**src/rtl/reservation_station.sv**
```systemverilog
// reservation_station: holds dispatched ALU-class instructions (OP, OP-IMM,
// BRANCH, JALR) until both operands are known, then issues the lowest-index
// ready entry to the ALU, one per cycle, tagged with its ROB rename.
module reservation_station #(
   parameter int unsigned RS_SIZE   = 8,
   parameter int unsigned ROB_TAG_W = 4
) (
   input  logic                 clk,
   input  logic                 rst,
   input  logic                 rdy,
   input  logic                 new_ins_flag,
   input  logic [31:0]          new_ins,
   input  logic [31:0]          new_ins_pc,
   input  logic [ROB_TAG_W-1:0] rename,
   output logic                 rs_full,
   output logic [4:0]           rf_rs1_idx,
   output logic [4:0]           rf_rs2_idx,
   input  logic                 rf_rs1_busy,
   input  logic [ROB_TAG_W-1:0] rf_rs1_tag,
   input  logic [31:0]          rf_rs1_val,
   input  logic                 rf_rs2_busy,
   input  logic [ROB_TAG_W-1:0] rf_rs2_tag,
   input  logic [31:0]          rf_rs2_val,
   input  logic                 commit_flag,
   input  logic [ROB_TAG_W-1:0] commit_rename,
   input  logic [31:0]          commit_value,
   output logic                 alu_valid,
   output logic [31:0]          alu_ins,
   output logic [31:0]          alu_vj,
   output logic [31:0]          alu_vk,
   output logic [31:0]          alu_imm,
   output logic [31:0]          alu_pc,
   output logic [ROB_TAG_W-1:0] alu_dest
);

   localparam int unsigned IDX_W = (RS_SIZE > 1) ? $clog2(RS_SIZE) : 1;

   localparam logic [6:0] OPC_OP     = 7'b0110011;
   localparam logic [6:0] OPC_OP_IMM = 7'b0010011;
   localparam logic [6:0] OPC_BRANCH = 7'b1100011;
   localparam logic [6:0] OPC_JALR   = 7'b1100111;

   typedef struct packed {
      logic [31:0]          ins;
      logic [31:0]          pc;
      logic [31:0]          imm;
      logic [31:0]          vj;
      logic [31:0]          vk;
      logic [ROB_TAG_W-1:0] dest;
      logic [ROB_TAG_W-1:0] qj;
      logic [ROB_TAG_W-1:0] qk;
      logic                 rj;
      logic                 rk;
   } entry_t;

   logic [RS_SIZE-1:0]   busy;
   entry_t [RS_SIZE-1:0] ent;

   logic [IDX_W-1:0] free_idx;
   logic [IDX_W-1:0] issue_idx;
   logic             issue_found;
   logic             dispatch_ok;
   logic [6:0]       opcode;
   logic             uses_rs2;
   entry_t           new_ent;

   assign rs_full     = &busy;
   assign rf_rs1_idx  = new_ins[19:15];
   assign rf_rs2_idx  = new_ins[24:20];
   assign opcode      = new_ins[6:0];
   assign dispatch_ok = new_ins_flag && !rs_full;

   // Priority pick of the lowest free slot and the lowest ready slot from registered state.
   always_comb begin
      free_idx    = '0;
      issue_idx   = '0;
      issue_found = 1'b0;
      for (int i = RS_SIZE - 1; i >= 0; i--) begin
         if (!busy[i]) begin
            free_idx = IDX_W'(i);
         end
         if (busy[i] && ent[i].rj && ent[i].rk) begin
            issue_idx   = IDX_W'(i);
            issue_found = 1'b1;
         end
      end
   end

   // Build the entry for a dispatching instruction: immediate decode plus operand capture with CDB bypass.
   always_comb begin
      new_ent      = '0;
      uses_rs2     = 1'b1;
      new_ent.ins  = new_ins;
      new_ent.pc   = new_ins_pc;
      new_ent.dest = rename;

      case (opcode)
         OPC_OP_IMM, OPC_JALR: begin
            uses_rs2    = 1'b0;
            new_ent.imm = {{20{new_ins[31]}}, new_ins[31:20]};
         end
         OPC_BRANCH: begin
            new_ent.imm = {{19{new_ins[31]}}, new_ins[31], new_ins[7],
                           new_ins[30:25], new_ins[11:8], 1'b0};
         end
         default: begin
            new_ent.imm = '0;
         end
      endcase

      if (!rf_rs1_busy) begin
         new_ent.rj = 1'b1;
         new_ent.vj = rf_rs1_val;
      end else if (commit_flag && (commit_rename == rf_rs1_tag)) begin
         new_ent.rj = 1'b1;
         new_ent.vj = commit_value;
      end else begin
         new_ent.qj = rf_rs1_tag;
      end

      if (!uses_rs2) begin
         new_ent.rk = 1'b1;
         new_ent.vk = '0;
      end else if (!rf_rs2_busy) begin
         new_ent.rk = 1'b1;
         new_ent.vk = rf_rs2_val;
      end else if (commit_flag && (commit_rename == rf_rs2_tag)) begin
         new_ent.rk = 1'b1;
         new_ent.vk = commit_value;
      end else begin
         new_ent.qk = rf_rs2_tag;
      end
   end

   // Entry storage: CDB wakeup, release of the issuing slot, and allocation of the free slot.
   always_ff @(posedge clk) begin
      if (rst) begin
         busy <= '0;
         ent  <= '0;
      end else if (rdy) begin
         for (int i = 0; i < RS_SIZE; i++) begin
            if (busy[i] && commit_flag) begin
               if (!ent[i].rj && (ent[i].qj == commit_rename)) begin
                  ent[i].vj <= commit_value;
                  ent[i].rj <= 1'b1;
               end
               if (!ent[i].rk && (ent[i].qk == commit_rename)) begin
                  ent[i].vk <= commit_value;
                  ent[i].rk <= 1'b1;
               end
            end
         end
         // The issuing slot is busy and the free slot is not, so they never collide.
         if (issue_found) begin
            busy[issue_idx] <= 1'b0;
         end
         if (dispatch_ok) begin
            busy[free_idx] <= 1'b1;
            ent[free_idx]  <= new_ent;
         end
      end
   end

   // Registered ALU issue port: one-cycle strobe, payload held between issues.
   always_ff @(posedge clk) begin
      if (rst) begin
         alu_valid <= 1'b0;
         alu_ins   <= '0;
         alu_vj    <= '0;
         alu_vk    <= '0;
         alu_imm   <= '0;
         alu_pc    <= '0;
         alu_dest  <= '0;
      end else if (rdy && issue_found) begin
         alu_valid <= 1'b1;
         alu_ins   <= ent[issue_idx].ins;
         alu_vj    <= ent[issue_idx].vj;
         alu_vk    <= ent[issue_idx].vk;
         alu_imm   <= ent[issue_idx].imm;
         alu_pc    <= ent[issue_idx].pc;
         alu_dest  <= ent[issue_idx].dest;
      end else begin
         alu_valid <= 1'b0;
      end
   end

endmodule

```
**config.mk**
```make
export PLATFORM = sky130hd
export DESIGN_NAME = reservation_station
export DESIGN_NICKNAME = d
export VERILOG_FILES = /design/src/rtl/reservation_station.sv
export SDC_FILE = /design/constraint.sdc
export NUM_CORES = 2
export LEC_CHECK = 0
export BUFFER_PORTS_ARGS = -buffer_cell sky130_fd_sc_hd__buf_2
export CORE_MARGIN = 2
export CORE_UTILIZATION = 45
export DETAILED_ROUTE_END_ITERATION = 8
export HOLD_SLACK_MARGIN = 0.03
export PLACE_DENSITY_LB_ADDON = 0.08
export SKIP_LAST_GASP = 1
export SYNTH_ARGS = -nofsm -noshare
export SYNTH_HDL_FRONTEND = slang
export SYNTH_SLANG_ARGS = --single-unit
```
**constraint.sdc**
```tcl
create_clock -name clk -period 5.5 [get_ports clk]
set_clock_uncertainty 0.05 [all_clocks]
set_input_delay 0.275 -clock clk [delete_from_list [all_inputs] [get_ports clk]]
set_output_delay 0.275 -clock clk [all_outputs]
set_load 0.02 [all_outputs]
```
==> flow_metrics.env <==
export IMPL_synthArstFlopShare=0
export IMPL_cpLargestDelayFamily="simple AND/OR/NAND/NOR gates"
export IMPL_combPwrFrac=0.061
export IMPL_drt_initial_drc_count=6972
export IMPL_post_route_min_period_ns=4.17
export IMPL_critical_path_class="flip-flop to flip-flop"
export IMPL_min_period_over_period=0.757
export IMPL_timing_max_cap_violations=0
export IMPL_syn_cell_area_um2=64300
export IMPL_synth_seq_cells=1394
export IMPL_hold_path_end="ent[1289]$_SDFFE_PP0P_"
export IMPL_cts_made_buffers=157
export IMPL_syn_instance_count=8013
export IMPL_worst_pin_slew_ns=1.39
export IMPL_number_of_buffer_cells_added_on_primary_ports=358
export IMPL_cell_pwr_density_nw_per_um2=306
export IMPL_finalPower_mw=22.3
export IMPL_data_arrival_time_of_the_critical_path_ns=4.86
export IMPL_grt_ovfl_total=0
export IMPL_first_pass_drt_iterations=8
export IMPL_tritoncts="built"
export IMPL_drtAntennaViolNets=0
export IMPL_drt_drc_violations_left=0
export IMPL_synth_yosys_warnings=0
export IMPL_critical_path_required_ns=6.19
export IMPL_syn_area_per_cell_um2=8.02
export IMPL_synth_largest_type_area_fraction=0.434
export IMPL_rr_startpoint="busy[0]$_SDFFE_PP0P_"
export IMPL_fraction_of_final_layout_cells_with_drive_strength_greater_than_1=0.119
export IMPL_slowest_stage_delay_on_critical_path_ns=1.11
export IMPL_synth_area_leaders="sky130_fd_sc_hd__dfxtp_1 (43%), sky130_fd_sc_hd__nand2_1 (10%), sky130_fd_sc_hd__a21oi_1 (7.1%), sky130_fd_sc_hd__nand3_1 (4.4%), sky130_fd_sc_hd__a22oi_1 (4.3%)"
export IMPL_die_h_um=382
export IMPL_reg2reg_setup_slack_ns=1.33
export IMPL_route_detailed_wl_per_inst_um=26.2
export IMPL_worstRegToRegCells=7
export IMPL_setup_worst_path_start_class="flip-flop"
export IMPL_grt_start_max_net_pins=208
export IMPL_placeableCoreArea_um2=142000
export IMPL_grt_pass1_wl_mm=386
export IMPL_ir_worst_vdd_uv=252
export IMPL_cts_buffer_depth=3
export IMPL_ys_seq_area_frac=0.434
export IMPL_syn_nets=8196
export IMPL_power_clock_fraction=0.479
export IMPL_worstPathMaxFanout=33
export IMPL_power_report_internal_total_mw=16.8
export IMPL_setup_violations=0
export IMPL_min_path_type="input pin to flip-flop"
export IMPL_clkTransAtPathRegs_ns=0.07
export IMPL_power_switching_mw=5.52
export IMPL_numnets_final=8071
export IMPL_maxClockFrequency_ghz=0.240
export IMPL_clock_sinks=1394
export IMPL_number_of_slew_limit_violations_in_the_final_report=0
export IMPL_total_via_count_after_detailed_routing=62562
export IMPL_hold_depth=4
export IMPL_layout_commonest_cell="sky130_fd_sc_hd__nand2_1"
export IMPL_vias_in_the_first_global_route=59954
export IMPL_static_leakage_power_nw=25.0
export IMPL_grt_setup_unrepaired="no"
export IMPL_synth_largest_area_cell="sky130_fd_sc_hd__dfxtp_1"
export IMPL_die_area_um2=146000
export IMPL_power_switching_fraction=0.248
export IMPL_buffer_type_at_the_clock_tree_root="sky130_fd_sc_hd__clkbuf_16"
export IMPL_min_delay_start="commit_value[25]"
export IMPL_setup_worst_path_end_class="flip-flop"
export IMPL_run_status="complete, no violations"
export IMPL_start_util=0.454
export IMPL_dieWidth_um=382
export IMPL_rd_place_congestion=0.864
export IMPL_finalWirelength_mm=259
export IMPL_seq_power_share=0.460
export IMPL_vias_per_cell=6.32
export IMPL_ios=359
export IMPL_placementRows=138
export IMPL_timing_hold_violations_final=0
export IMPL_timing_critical_path_slowest_stage_cell="sky130_fd_sc_hd__nor3_4"
export IMPL_area_growth_synth_to_final_pct=13.2
export IMPL_hpwl_after_detailed_placement_mm=140
export IMPL_insertion_delay_of_the_later_clocked_pin_in_the_worst_skew_pair_ns=0.81
export IMPL_tns_ns=0
export IMPL_synth_ff_type="sky130_fd_sc_hd__dfxtp_1"
export IMPL_finalInstanceArea_um2=72800
export IMPL_worst_reg2reg_endpoint="ent[560]$_SDFFE_PP0P_"
export IMPL_placement_cell_area_um2=66100
export IMPL_h_tree_depth=4
export IMPL_edff_count_synth=0
export IMPL_slew_headroom=0.0737
export IMPL_cp_num_buf_inv=1
export IMPL_antenna_found_initial=17
export IMPL_ordered_list_of_cells_on_the_worst_path="nand3_1 > nor2_1 > nand2_4 > nor3_4 > nand2_1 > a21oi_1 > dlygate4sd3_1"
export IMPL_synth_distinct_cells=78
export IMPL_mostFrequentLayoutCells="sky130_fd_sc_hd__nand2_1 (1770), sky130_fd_sc_hd__dfxtp_1 (1394), sky130_fd_sc_hd__a21oi_1 (907)"
export IMPL_grt_usage=0.341
[stage by stage]
stage                     instances  worst slack, ns   util  hold WS (ns)
after floorplan                8013             3.31      -         0.376
after global placement         9471             1.81  0.466         0.383
after detailed placement       9471             1.79  0.466         0.389
after CTS                      9898             1.47  0.513        0.0323
after global routing           9901             1.22  0.513        0.0804
final                          9904             1.33  0.513        0.0759
[cell type report]
| class | count | area [um2] |
|---|---|---|
| clock buffers | 236 | 4680 |
| repair buffers | 649 | 4690 |
| clock inverters | 44 | 488 |
| flip-flops and latches | 1394 | 27900 |
| well taps | 1890 | 2360 |
| multi-input cells | 5565 | 32200 |
| fillers | 13518 | 69000 |
| diodes | 5 | 12.5 |
| inverters | 121 | 462 |
[flip-flops by register name, summed over array words and instances (netlist names)]
signal     flops
alu_dest       4
alu_pc        32
alu_imm       13
ent         1240
busy           8
alu_ins       32
alu_vj        32
alu_vk        32
alu_valid      1
[worst min-delay path, stage by stage]
cell,delay [ns]
sky130_fd_sc_hd__buf_2,0.10
sky130_fd_sc_hd__buf_4,0.26
sky130_fd_sc_hd__o22ai_1,0.16
sky130_fd_sc_hd__a21oi_1,0.08
[timing repair]
item	4_1_cts	5_1_grt
endpoints found under the hold margin	959	0
resized for setup	0	0
setup buffers	0	0
hold buffers	147	0
[synthesized netlist by cell type, types with 7 or more instances]
cell type / instances
sky130_fd_sc_hd__nor3_1: 42
sky130_fd_sc_hd__xnor2_1: 47
sky130_fd_sc_hd__dfxtp_1: 1394
sky130_fd_sc_hd__mux2i_1: 133
sky130_fd_sc_hd__a221oi_1: 72
sky130_fd_sc_hd__and2_1: 13
sky130_fd_sc_hd__o22ai_2: 16
sky130_fd_sc_hd__o32ai_2: 9
sky130_fd_sc_hd__o22ai_1: 192
sky130_fd_sc_hd__o21ai_1: 10
sky130_fd_sc_hd__a31o_2: 48
sky130_fd_sc_hd__a21o_1: 289
sky130_fd_sc_hd__a21oi_1: 910
sky130_fd_sc_hd__inv_1: 119
sky130_fd_sc_hd__a22oi_1: 371
sky130_fd_sc_hd__mux2_2: 45
sky130_fd_sc_hd__nor2_1: 220
sky130_fd_sc_hd__o21a_1: 19
sky130_fd_sc_hd__buf_1: 65
sky130_fd_sc_hd__buf_6: 15
sky130_fd_sc_hd__xor2_1: 22
sky130_fd_sc_hd__o221ai_1: 20
sky130_fd_sc_hd__buf_4: 85
sky130_fd_sc_hd__o32ai_1: 28
sky130_fd_sc_hd__nor2b_1: 14
sky130_fd_sc_hd__clkbuf_1: 617
sky130_fd_sc_hd__nand3_2: 7
sky130_fd_sc_hd__nand2b_1: 7
sky130_fd_sc_hd__a31o_1: 16
sky130_fd_sc_hd__nand3_1: 565
sky130_fd_sc_hd__and3_1: 45
sky130_fd_sc_hd__buf_2: 149
sky130_fd_sc_hd__a222oi_1: 38
sky130_fd_sc_hd__a32o_1: 163
sky130_fd_sc_hd__o21ai_0: 121
sky130_fd_sc_hd__a221o_1: 98
sky130_fd_sc_hd__nand4_1: 13
sky130_fd_sc_hd__o211ai_1: 29
sky130_fd_sc_hd__a211oi_2: 9
sky130_fd_sc_hd__a211oi_1: 72
sky130_fd_sc_hd__o211a_1: 19
sky130_fd_sc_hd__nand2_1: 1777
[routing by layer]
metal	GRT usage	vias to the layer above	part of all wire
met5	0	-	0.00040
met4	0.143	18	0.042
met3	0.0616	623	0.089
met2	0.545	3211	0.45
met1	0.453	30449	0.42
li1	-	28261	-
[how the worst max path moves through the flow]
stage	start	endpoint	slack, ns	depth (start not counted)
after global placement	commit_rename[1]	ent[741]$_SDFFE_PP0P_	1.81	7
after floorplan	rf_rs2_busy	ent[739]$_SDFFE_PP0P_	3.31	6
final	busy[0]$_SDFFE_PP0P_	ent[560]$_SDFFE_PP0P_	1.33	7
after CTS	busy[0]$_SDFFE_PP0P_	ent[560]$_SDFFE_PP0P_	1.47	7
after detailed placement	commit_rename[2]	ent[741]$_SDFFE_PP0P_	1.79	7
after global routing	busy[0]$_SDFFE_PP0P_	ent[565]$_SDFFE_PP0P_	1.22	7
[cells by family after synthesis]
kind of cell,count (synthesis),share of synthesized area
buffers and inverters,1054,0.0712
xor gates and xnor gates,69,0.00940
and+or+nand+nor,2742,0.180
muxes,178,0.0286
DFF,1394,0.434
AOI/OAI and AO/OA,2576,0.277
[power groups by stage]
stage	Combinational, mW	Sequential (mW)	Clock (mW)
global route	1.42	10.3	11.2
global placement	1.22	10.5	0
finish	1.35	10.2	10.7
detailed placement	1.23	10.5	0
floorplan	0.804	10.5	0
CTS	1.32	10.2	10.8
Note: power is estimated with default switching activity, not from simulation.
